## src/rtl/mmio_input_ctrl.sv

```systemverilog
`default_nettype none
// ============================================================================
// mmio_input_ctrl : synchronised, debounced input bank with sticky rising-edge
//                   flags, per-channel mask, W1C clear and a level irq.
// Revision        : 1.0
// ============================================================================
module mmio_input_ctrl #(
  parameter int CHANNELS        = 24,
  parameter int DEBOUNCE_CYCLES = 20000
) (
  input  logic                clk,
  input  logic                rst,
  input  logic [CHANNELS-1:0] button_in,
  input  logic                sel,
  input  logic                rd,
  input  logic                wr,
  input  logic [1:0]          addr,
  input  logic [31:0]         wdata,
  output logic [31:0]         rdata,
  output logic                rdata_valid,
  output logic                irq
);

  localparam int               CNT_W   = $clog2(DEBOUNCE_CYCLES);
  localparam logic [CNT_W-1:0] CNT_MAX = CNT_W'(DEBOUNCE_CYCLES - 1);

  localparam logic [1:0] ADDR_STATE  = 2'd0;
  localparam logic [1:0] ADDR_EDGE   = 2'd1;
  localparam logic [1:0] ADDR_MASK   = 2'd2;
  localparam logic [1:0] ADDR_STATUS = 2'd3;

  logic [CHANNELS-1:0] s1_q, s1_d;
  logic [CHANNELS-1:0] s2_q, s2_d;
  logic [CHANNELS-1:0] stable_q, stable_d;
  logic [CHANNELS-1:0] edge_flag_q, edge_flag_d;
  logic [CHANNELS-1:0] mask_q, mask_d;
  logic [CNT_W-1:0]    cnt_q [CHANNELS];
  logic [CNT_W-1:0]    cnt_d [CHANNELS];
  logic [31:0]         rdata_q, rdata_d;
  logic                rdata_valid_q, rdata_valid_d;

  logic [CHANNELS-1:0] rise;
  logic [31:0]         rd_word;
  logic                wr_en;
  logic                rd_en;
  logic                unused_wdata;

  // Bits of wdata above CHANNELS are architecturally ignored.
  assign unused_wdata = ^wdata;

  assign wr_en = sel & wr;
  assign rd_en = sel & rd;
  assign irq   = |(edge_flag_q & mask_q);

  always_comb begin
    s1_d     = button_in;
    s2_d     = s1_q;
    stable_d = stable_q;
    cnt_d    = cnt_q;
    for (int i = 0; i < CHANNELS; i++) begin
      if (s2_q[i] == stable_q[i]) begin
        cnt_d[i] = '0;
      end else if (cnt_q[i] == CNT_MAX) begin
        stable_d[i] = s2_q[i];
        cnt_d[i]    = '0;
      end else begin
        cnt_d[i] = cnt_q[i] + CNT_W'(1);
      end
    end

    // A rise arriving on the same edge as a W1C clear wins.
    rise        = stable_d & ~stable_q & mask_q;
    edge_flag_d = edge_flag_q | rise;
    if (wr_en && (addr == ADDR_EDGE)) begin
      edge_flag_d = (edge_flag_q & ~wdata[CHANNELS-1:0]) | rise;
    end

    mask_d = mask_q;
    if (wr_en && (addr == ADDR_MASK)) begin
      mask_d = wdata[CHANNELS-1:0];
    end

    rd_word = '0;
    case (addr)
      ADDR_STATE:  rd_word[CHANNELS-1:0] = stable_q;
      ADDR_EDGE:   rd_word[CHANNELS-1:0] = edge_flag_q;
      ADDR_MASK:   rd_word[CHANNELS-1:0] = mask_q;
      ADDR_STATUS: begin
        rd_word[0]    = irq;
        rd_word[15:8] = 8'(CHANNELS);
      end
      default:     rd_word = '0;
    endcase

    rdata_d       = rd_en ? rd_word : rdata_q;
    rdata_valid_d = rd_en;
  end

  always_ff @(posedge clk or negedge rst) begin
    if (!rst) begin
      s1_q          <= '0;
      s2_q          <= '0;
      stable_q      <= '0;
      edge_flag_q   <= '0;
      mask_q        <= '1;
      cnt_q         <= '{default: '0};
      rdata_q       <= '0;
      rdata_valid_q <= 1'b0;
    end else begin
      s1_q          <= s1_d;
      s2_q          <= s2_d;
      stable_q      <= stable_d;
      edge_flag_q   <= edge_flag_d;
      mask_q        <= mask_d;
      cnt_q         <= cnt_d;
      rdata_q       <= rdata_d;
      rdata_valid_q <= rdata_valid_d;
    end
  end

  assign rdata       = rdata_q;
  assign rdata_valid = rdata_valid_q;

endmodule
`default_nettype wire
```

## config.mk

```make
export PLATFORM = sky130hd
export DESIGN_NAME = mmio_input_ctrl
export DESIGN_NICKNAME = d
export VERILOG_FILES = /design/src/rtl/mmio_input_ctrl.sv
export SDC_FILE = /design/constraint.sdc
export NUM_CORES = 1
export LEC_CHECK = 0
export ABC_AREA = 1
export BUFFER_PORTS_ARGS = -buffer_cell sky130_fd_sc_hd__clkbuf_2
export CAP_MARGIN = 10
export CELL_PAD_IN_SITES_DETAIL_PLACEMENT = 0
export CELL_PAD_IN_SITES_GLOBAL_PLACEMENT = 1
export CORE_UTILIZATION = 53
export CTS_BUF_LIST = sky130_fd_sc_hd__clkbuf_2
export DETAILED_ROUTE_END_ITERATION = 16
export PLACE_DENSITY_LB_ADDON = 0.1
export SLEW_MARGIN = 25
export SYNTH_ARGS = -nofsm -noshare
export SYNTH_HDL_FRONTEND = slang
export SYNTH_SLANG_ARGS = --single-unit
```

## constraint.sdc

```tcl
create_clock -name clk -period 2.2 [get_ports clk]
set_input_delay 0.44 -clock clk [delete_from_list [all_inputs] [get_ports clk]]
set_output_delay 0.44 -clock clk [all_outputs]
set_load 0.01 [all_outputs]
```

==> results of run 1 <==
-- synth_stat cells, types with 46 or more instances --
master   instances
nand2_1        557
nor2_1         503
dfrtp_1        481
inv_1          377
nand3_1        213
nor3_1         151
nand4_1        100
xor2_1         100
a21oi_1         85
o21ai_0         85
o21ai_1         57
nor3_2          46
nor3b_1         46
-- layout make-up --
type                       count  share of cell area (%)
antenna                       11                 0.09148
clock buffer                 204                   3.393
clock inverter                39                  0.8525
inverter                     418                   5.215
multi-input combinational   2161                   37.41
sequential                   505                   42.10
tap                          615                   2.557
timing repair buffer         284                   8.379
-- through the flow --
stage / utilization, % / std cells / hold WS, ns
final: 63.15 / 4237 / 0.1954
after global routing: 63.15 / 4237 / 0.05213
after CTS: 62.74 / 4217 / 0.03724
after detailed placement: 56.95 / 3831 / 0.3355
after global placement: 56.95 / 3831 / 0.3327
after floorplan: - / 3113 / 0.1444
-- worst register-to-register path: stages, from the launching register on --
cell	delay, ns
dfrtp_1	0.41
ha_1	0.28
nand2_1	0.09
nor2_1	0.17
inv_1	0.08
nor2_1	0.11
nand3_1	0.24
o21ai_1	0.21
inv_1	0.07
-- sequential cells by signal, summed over array words and instances, names as in the netlist --
signal / cells
s1_q: 24
mask_q: 24
rdata_valid: 1
s2_q: 24
cnt_q: 360
stable_q: 24
edge_flag_q: 24
rdata: 24
-- per-layer routing --
layer  share of wire [%]  GRT usage (%)
met2                  46          39.11
met3                 5.3          6.069
met1                  46          33.08
met4                 2.4          11.07
met5               0.020              0
-- cells by family (layout without fill, tap and decap cells) --
family | count (synthesis) | count (layout) | synth area share, %
XOR/XNOR | 145 | 145 | 5.141
adder cells (fa/ha/maj) | 24 | 24 | 1.174
other | 1 | 19 | 0.01466
AO/OA/AOI/OAI | 269 | 269 | 5.787
AND/OR/NAND/NOR | 1715 | 1715 | 31.62
buffers and inverters | 447 | 945 | 6.741
flip-flops | 505 | 505 | 49.53
-- power by group --
part	leakage, nW	internal, W	switching [W]
Sequential	6.75	0.00972	0.000323
Clock	0.976	0.00293	0.00398
Combinational	5.85	0.000861	0.000957
-- repair_timing --
item                                    in CTS  in global routing
resized for setup                           15                 46
hold buffers                               131                  0
buffers inserted                            12                  9
endpoints found under the hold margin      602                  0
endpoints found under the setup margin      26                 26
pin swaps                                    2                  5
-- worst paths after layout --
check / startpoint / to / slack, ns / cells past startpoint
worst max-delay path: edge_flag_q[10]$_DFF_PN0_ / irq / -0.70 / 7
worst min-delay path: rst / cnt_q[117]$_DFF_PN0_ / 0.20 / 4
worst max register to register: cnt_q[300]$_DFF_PN0_ / stable_q[3]$_DFF_PN0_ / 0.46 / 8
worst min register to register: s1_q[11]$_DFF_PN0_ / s2_q[11]$_DFF_PN0_ / 0.33 / 0
max in group asynchronous: rst / mask_q[4]$_DFFE_PN1P_ / 1.20 / 5
min in group clk: addr[0] / rdata[0]$_DFFE_PN0P_ / 0.22 / 7
==> results.json, run 1 <==
{
  "cts_buffers": 137,
  "layout_commonest_cell": "nand2_1",
  "drc": 0,
  "end_kind": "output port",
  "io_buffers": 80,
  "clk_latency_ns": 1.34,
  "vias": 21900,
  "critPathKind": "reg -> out",
  "finalCriticalPeriod_ns": 2.896,
  "overflow": 0,
  "syn_inst": 3106,
  "htree_levels": 4,
  "power_density_nw_per_um2": 623.8,
  "status": "finished with violations",
  "drv_cap": 0,
  "slowest_delay_ns": 0.41,
  "timing.final.ws_setup_ns": -0.6959,
  "cts.sinks": 505,
  "place_congestion": 0.8895,
  "stdcell_area_um2": 30090,
  "synth_cell_types": 44,
  "area_delta_synth_final_pct": 17.64,
  "cts_tree": "yes",
  "synth_edf_count": 0,
  "grt_pass1_vias": 21640,
  "fin_tns_setup_ns": -2.921,
  "layout_common_cells": "nand2_1, nor2_1, dfrtp_1, inv_1, clkbuf_2",
  "clk_pin_slew_ns": 0.12,
  "dp_hpwl_mm": 41.31,
  "nNetsFinal": 3594,
  "initial_core_util_pct": 53.68,
  "synth_top_area_share_pct": 47.06,
  "drtAntennaViolNets": 0,
  "fillCellCount": 4278,
  "multi_input_area_um2": 11260,
  "async_reset_ff_share_pct": 100.0,
  "crit_slowest_cell": "dfrtp_1",
  "viasPerCell": 5.168,
  "firstDrtPassIters": 5,
  "power_w": 0.01877,
  "power.leakage_nw": 13.57,
  "start_kind": "flop",
  "worstPathMaxFanout": 2,
  "slew_viol_final": 0,
  "totalWireLength_mm": 59.09,
  "maxSlewHeadroom_pct": 36.52,
  "syn_avg_cell_area_um2": 8.235,
  "grt_max_degree": 83,
  "layout_worst_path_cycle_share_pct": 131.6,
  "arrival_ns": 2.46,
  "cts-root-buf": "clkbuf_2",
  "crit_chain": "nand2_2 -> nand2_2 -> nor2_2 -> nand2_2 -> nor2_4 -> nand2_2 -> buf_8",
  "coreArea_um2": 47650,
  "finalHoldViolations": 0,
  "setup_viol": 26,
  "worstPathBufferInverterCount": 1,
  "crit_family": "simple AND/OR/NAND/NOR gates",
  "regArea_um2": 12670,
  "yosysTopAreaCell": "dfrtp_1",
  "io_pins": 97,
  "num_rows": 80,
  "die_h_um": 221.7,
  "grt_antenna_before_repair": 5,
  "syn_area_um2": 25580,
  "fin_skew_ns": 0.06574,
  "violations": "setup timing",
  "clock_path_buffers": 3,
  "synthFlopType": "dfrtp_1",
  "synth_area_leaders": "dfrtp_1, nand2_1, nor2_1",
  "synth_seq_area_share_pct": 49.53,
  "clock.fmax_mhz": 345.3,
  "cpMostUsedCell": "nand2_2",
  "tightest_slew_ns": 0.9522,
  "place_area_um2": 27140,
  "yosys_warnings": 0,
  "grt_setup_unrepaired": "yes",
  "layout-drive-gt1-share_pct": 16.48,
  "grt_util_all_layers_pct": 24.99,
  "die_width_um": 221.7,
  "routedWlPerCell_um": 13.95,
  "max-vdd-ir-drop_mv": 0.3852,
  "cp.required_ns": 1.76,
  "grt_pass1_wl_mm": 100.7,
  "hold_class": "in -> async",
  "drt_iter0_drc": 1241,
  "dieArea_um2": 49140,
  "synth_seq_cells": 505,
  "place_ws_ns": 0.4579
}
Power figures use the tool's default switching activity.
==> run 2, diff against run 1 <==
--- a/config.mk
+++ b/config.mk
@@ -10,7 +10,7 @@
 export CAP_MARGIN = 10
 export CELL_PAD_IN_SITES_DETAIL_PLACEMENT = 0
 export CELL_PAD_IN_SITES_GLOBAL_PLACEMENT = 1
-export CORE_UTILIZATION = 53
+export CORE_UTILIZATION = 49
 export CTS_BUF_LIST = sky130_fd_sc_hd__clkbuf_2
 export DETAILED_ROUTE_END_ITERATION = 16
 export PLACE_DENSITY_LB_ADDON = 0.1
==> constraint.sdc (replaced) <==
create_clock -name clk -period 3.2 [get_ports clk]
set_input_delay 0.64 -clock clk [delete_from_list [all_inputs] [get_ports clk]]
set_output_delay 0.64 -clock clk [all_outputs]
set_load 0.01 [all_outputs]
==> run 2 against run 1 <==
Effect of this change:
- first-iteration DRC count down 1.9%
- global-route usage down 1.4 points
- design area shrank 1.5%
- the flow now finishes without violations
- core utilization shrank 5.5 points
- worst setup slack better by 0.81 ns
- register-to-register slack gained 1.0 ns
- total power decreased by 32%
- clock skew fell by 0.012 ns
- worst hold slack improved by 0.023 ns
- sequential power shrank 31%
- clock power shrank 31%
- critical path type unchanged
- count of clock-buffer cells in the layout up 16
==> results.json, run 2 (synthesized netlist as in run 1, its figures left out) <==
{
  "layout_commonest_cell": "nand2_1",
  "io_buffers": 80,
  "rrSetupSlack_ns": 1.46,
  "place_congestion": 0.8965,
  "power_w": 0.01278,
  "num_rows": 83,
  "hold_class": "in -> reg",
  "cts-root-buf": "clkbuf_2",
  "viasPerCell": 5.085,
  "firstDrtPassIters": 5,
  "clock_path_buffers": 3,
  "nNetsFinal": 3550,
  "fin_skew_ns": 0.05420,
  "cts.sinks": 505,
  "power.leakage_nw": 13.35,
  "clk_latency_ns": 1.30,
  "stdcell_area_um2": 29640,
  "grt_util_all_layers_pct": 23.58,
  "dp_hpwl_mm": 41.19,
  "grt_setup_unrepaired": "yes",
  "cts_buffers": 140,
  "grt_antenna_before_repair": 2,
  "initial_core_util_pct": 49.76,
  "clk_pin_slew_ns": 0.09,
  "drtAntennaViolNets": 0,
  "grt_max_degree": 68,
  "finalHoldViolations": 0,
  "drt_iter0_drc": 1218,
  "htree_levels": 4,
  "end_kind": "output port",
  "r2r_start": "cnt_q[300]$_DFF_PN0_",
  "routedWlPerCell_um": 14.06,
  "max-vdd-ir-drop_mv": 0.2585,
  "maxSlewHeadroom_pct": 38.94,
  "area_delta_synth_final_pct": 15.88,
  "die_h_um": 230.5,
  "cts_tree": "yes",
  "worstPathMaxFanout": 4,
  "dp_cells": 3868,
  "totalWireLength_mm": 59.91,
  "dieArea_um2": 53120,
  "status": "completed",
  "power_density_nw_per_um2": 431.3,
  "start_kind": "flop",
  "critPathKind": "reg -> out",
  "stdcell_count": 4261,
  "io_pins": 97,
  "die_width_um": 230.5,
  "largest_register": "cnt_q",
  "arrival_ns": 2.44,
  "slew_viol_final": 0,
  "drc": 0,
  "cp-endpoint": "irq",
  "final_util_pct": 57.66,
  "coreArea_um2": 51410,
  "layout_worst_path_cycle_share_pct": 96.29,
  "r2r_cells": 8,
  "r2r-end": "cnt_q[310]$_DFF_PN0_",
  "layout-drive-gt1-share_pct": 16.03,
  "finalCriticalPeriod_ns": 3.081,
  "largest_reg_flops": 360,
  "grt_pass1_vias": 20970,
  "grt_pass1_wl_mm": 101.9,
  "setup_viol": 0,
  "tightest_slew_ns": 0.9159,
  "drv_cap": 0,
  "overflow": 0,
  "cp.required_ns": 2.56,
  "fin_tns_setup_ns": 0,
  "vias": 21670,
  "clock.fmax_mhz": 324.6,
  "crit_start": "mask_q[9]$_DFFE_PN1P_",
  "layout_common_cells": "nand2_1, nor2_1, dfrtp_1, inv_1, clkbuf_2",
  "place_area_um2": 26960
}
-- run 2: cell types whose count changed in the layout (fill, tap and decap cells not counted), moves of 4 or more --
cell           previous run  this run
buf_12                    9         5
buf_4                    64        28
buf_6                    12         0
clkbuf_2                265       298
clkinv_1                 29        18
clkinv_2                  4        11
diode_2                  11         6
dlygate4sd3_1           130       123
-- run 2: worst min path at each step --
stage	start	end	slack, ns	cells after the start
after floorplan	s1_q[0]$_DFF_PN0_	s2_q[0]$_DFF_PN0_	0.33	0
after global placement	s1_q[16]$_DFF_PN0_	s2_q[16]$_DFF_PN0_	0.33	0
after detailed placement	s1_q[9]$_DFF_PN0_	s2_q[9]$_DFF_PN0_	0.34	0
after CTS	wdata[6]	mask_q[6]$_DFFE_PN1P_	0.04	4
after global routing	wdata[6]	mask_q[6]$_DFFE_PN1P_	0.07	4
final	wdata[6]	mask_q[6]$_DFFE_PN1P_	0.22	4
-- run 2: routing by layer --
layer  GRT usage [%]  up-vias  routed length (um)
met1           32.37    10210               28520
met2           36.53      447               27210
met3           6.028      107                2960
met5               0        -                   0
li1                -    10910                   -
met4           7.533        0                1219
-- run 2: final cells by class --
type                            count  area (um2)
Clock inverter                     34       193.9
Clock buffer                      220        1101
Multi-Input combinational cell   2161       11250
Timing Repair Buffer              237        1989
Inverter                          418        1569
Tap cell                          680       850.8
Fill cell                        4819       21770
Antenna cell                        6       15.01
Sequential cell                   505       12670
-- run 2: worst max-delay path, stage by stage, from the launching register on --
cell	delay, ns
dfstp_2	0.57
nand2_1	0.13
nand2_1	0.10
nor2_2	0.05
nand2_1	0.07
nor2_2	0.05
nand2_4	0.08
buf_8	0.10
-- run 2: metrics by stage --
step / hold slack (ns) / setup WS, ns
floorplan: 0.3312 / 1.708
global placement: 0.3331 / 1.027
detailed placement: 0.3355 / 0.9703
CTS: 0.04083 / -0.09510
global route: 0.07188 / -0.1246
finish: 0.2189 / 0.1188
-- run 2: power by group --
part / internal [W] / switching [W]
clock network: 0.00198 / 0.00278
logic: 0.000486 / 0.000641
registers: 0.00668 / 0.000218
total: 0.00915 / 0.00364
-- run 2: timing repair --
| action | in CTS | in global routing |
|---|---|---|
| resized for setup | 9 | 5 |
| endpoints found under the setup margin | 1 | 1 |
| buffers inserted | 5 | 4 |
| hold endpoints to repair | 585 | 0 |
| hold buffers | 124 | 0 |
| pin swaps | 4 | 6 |
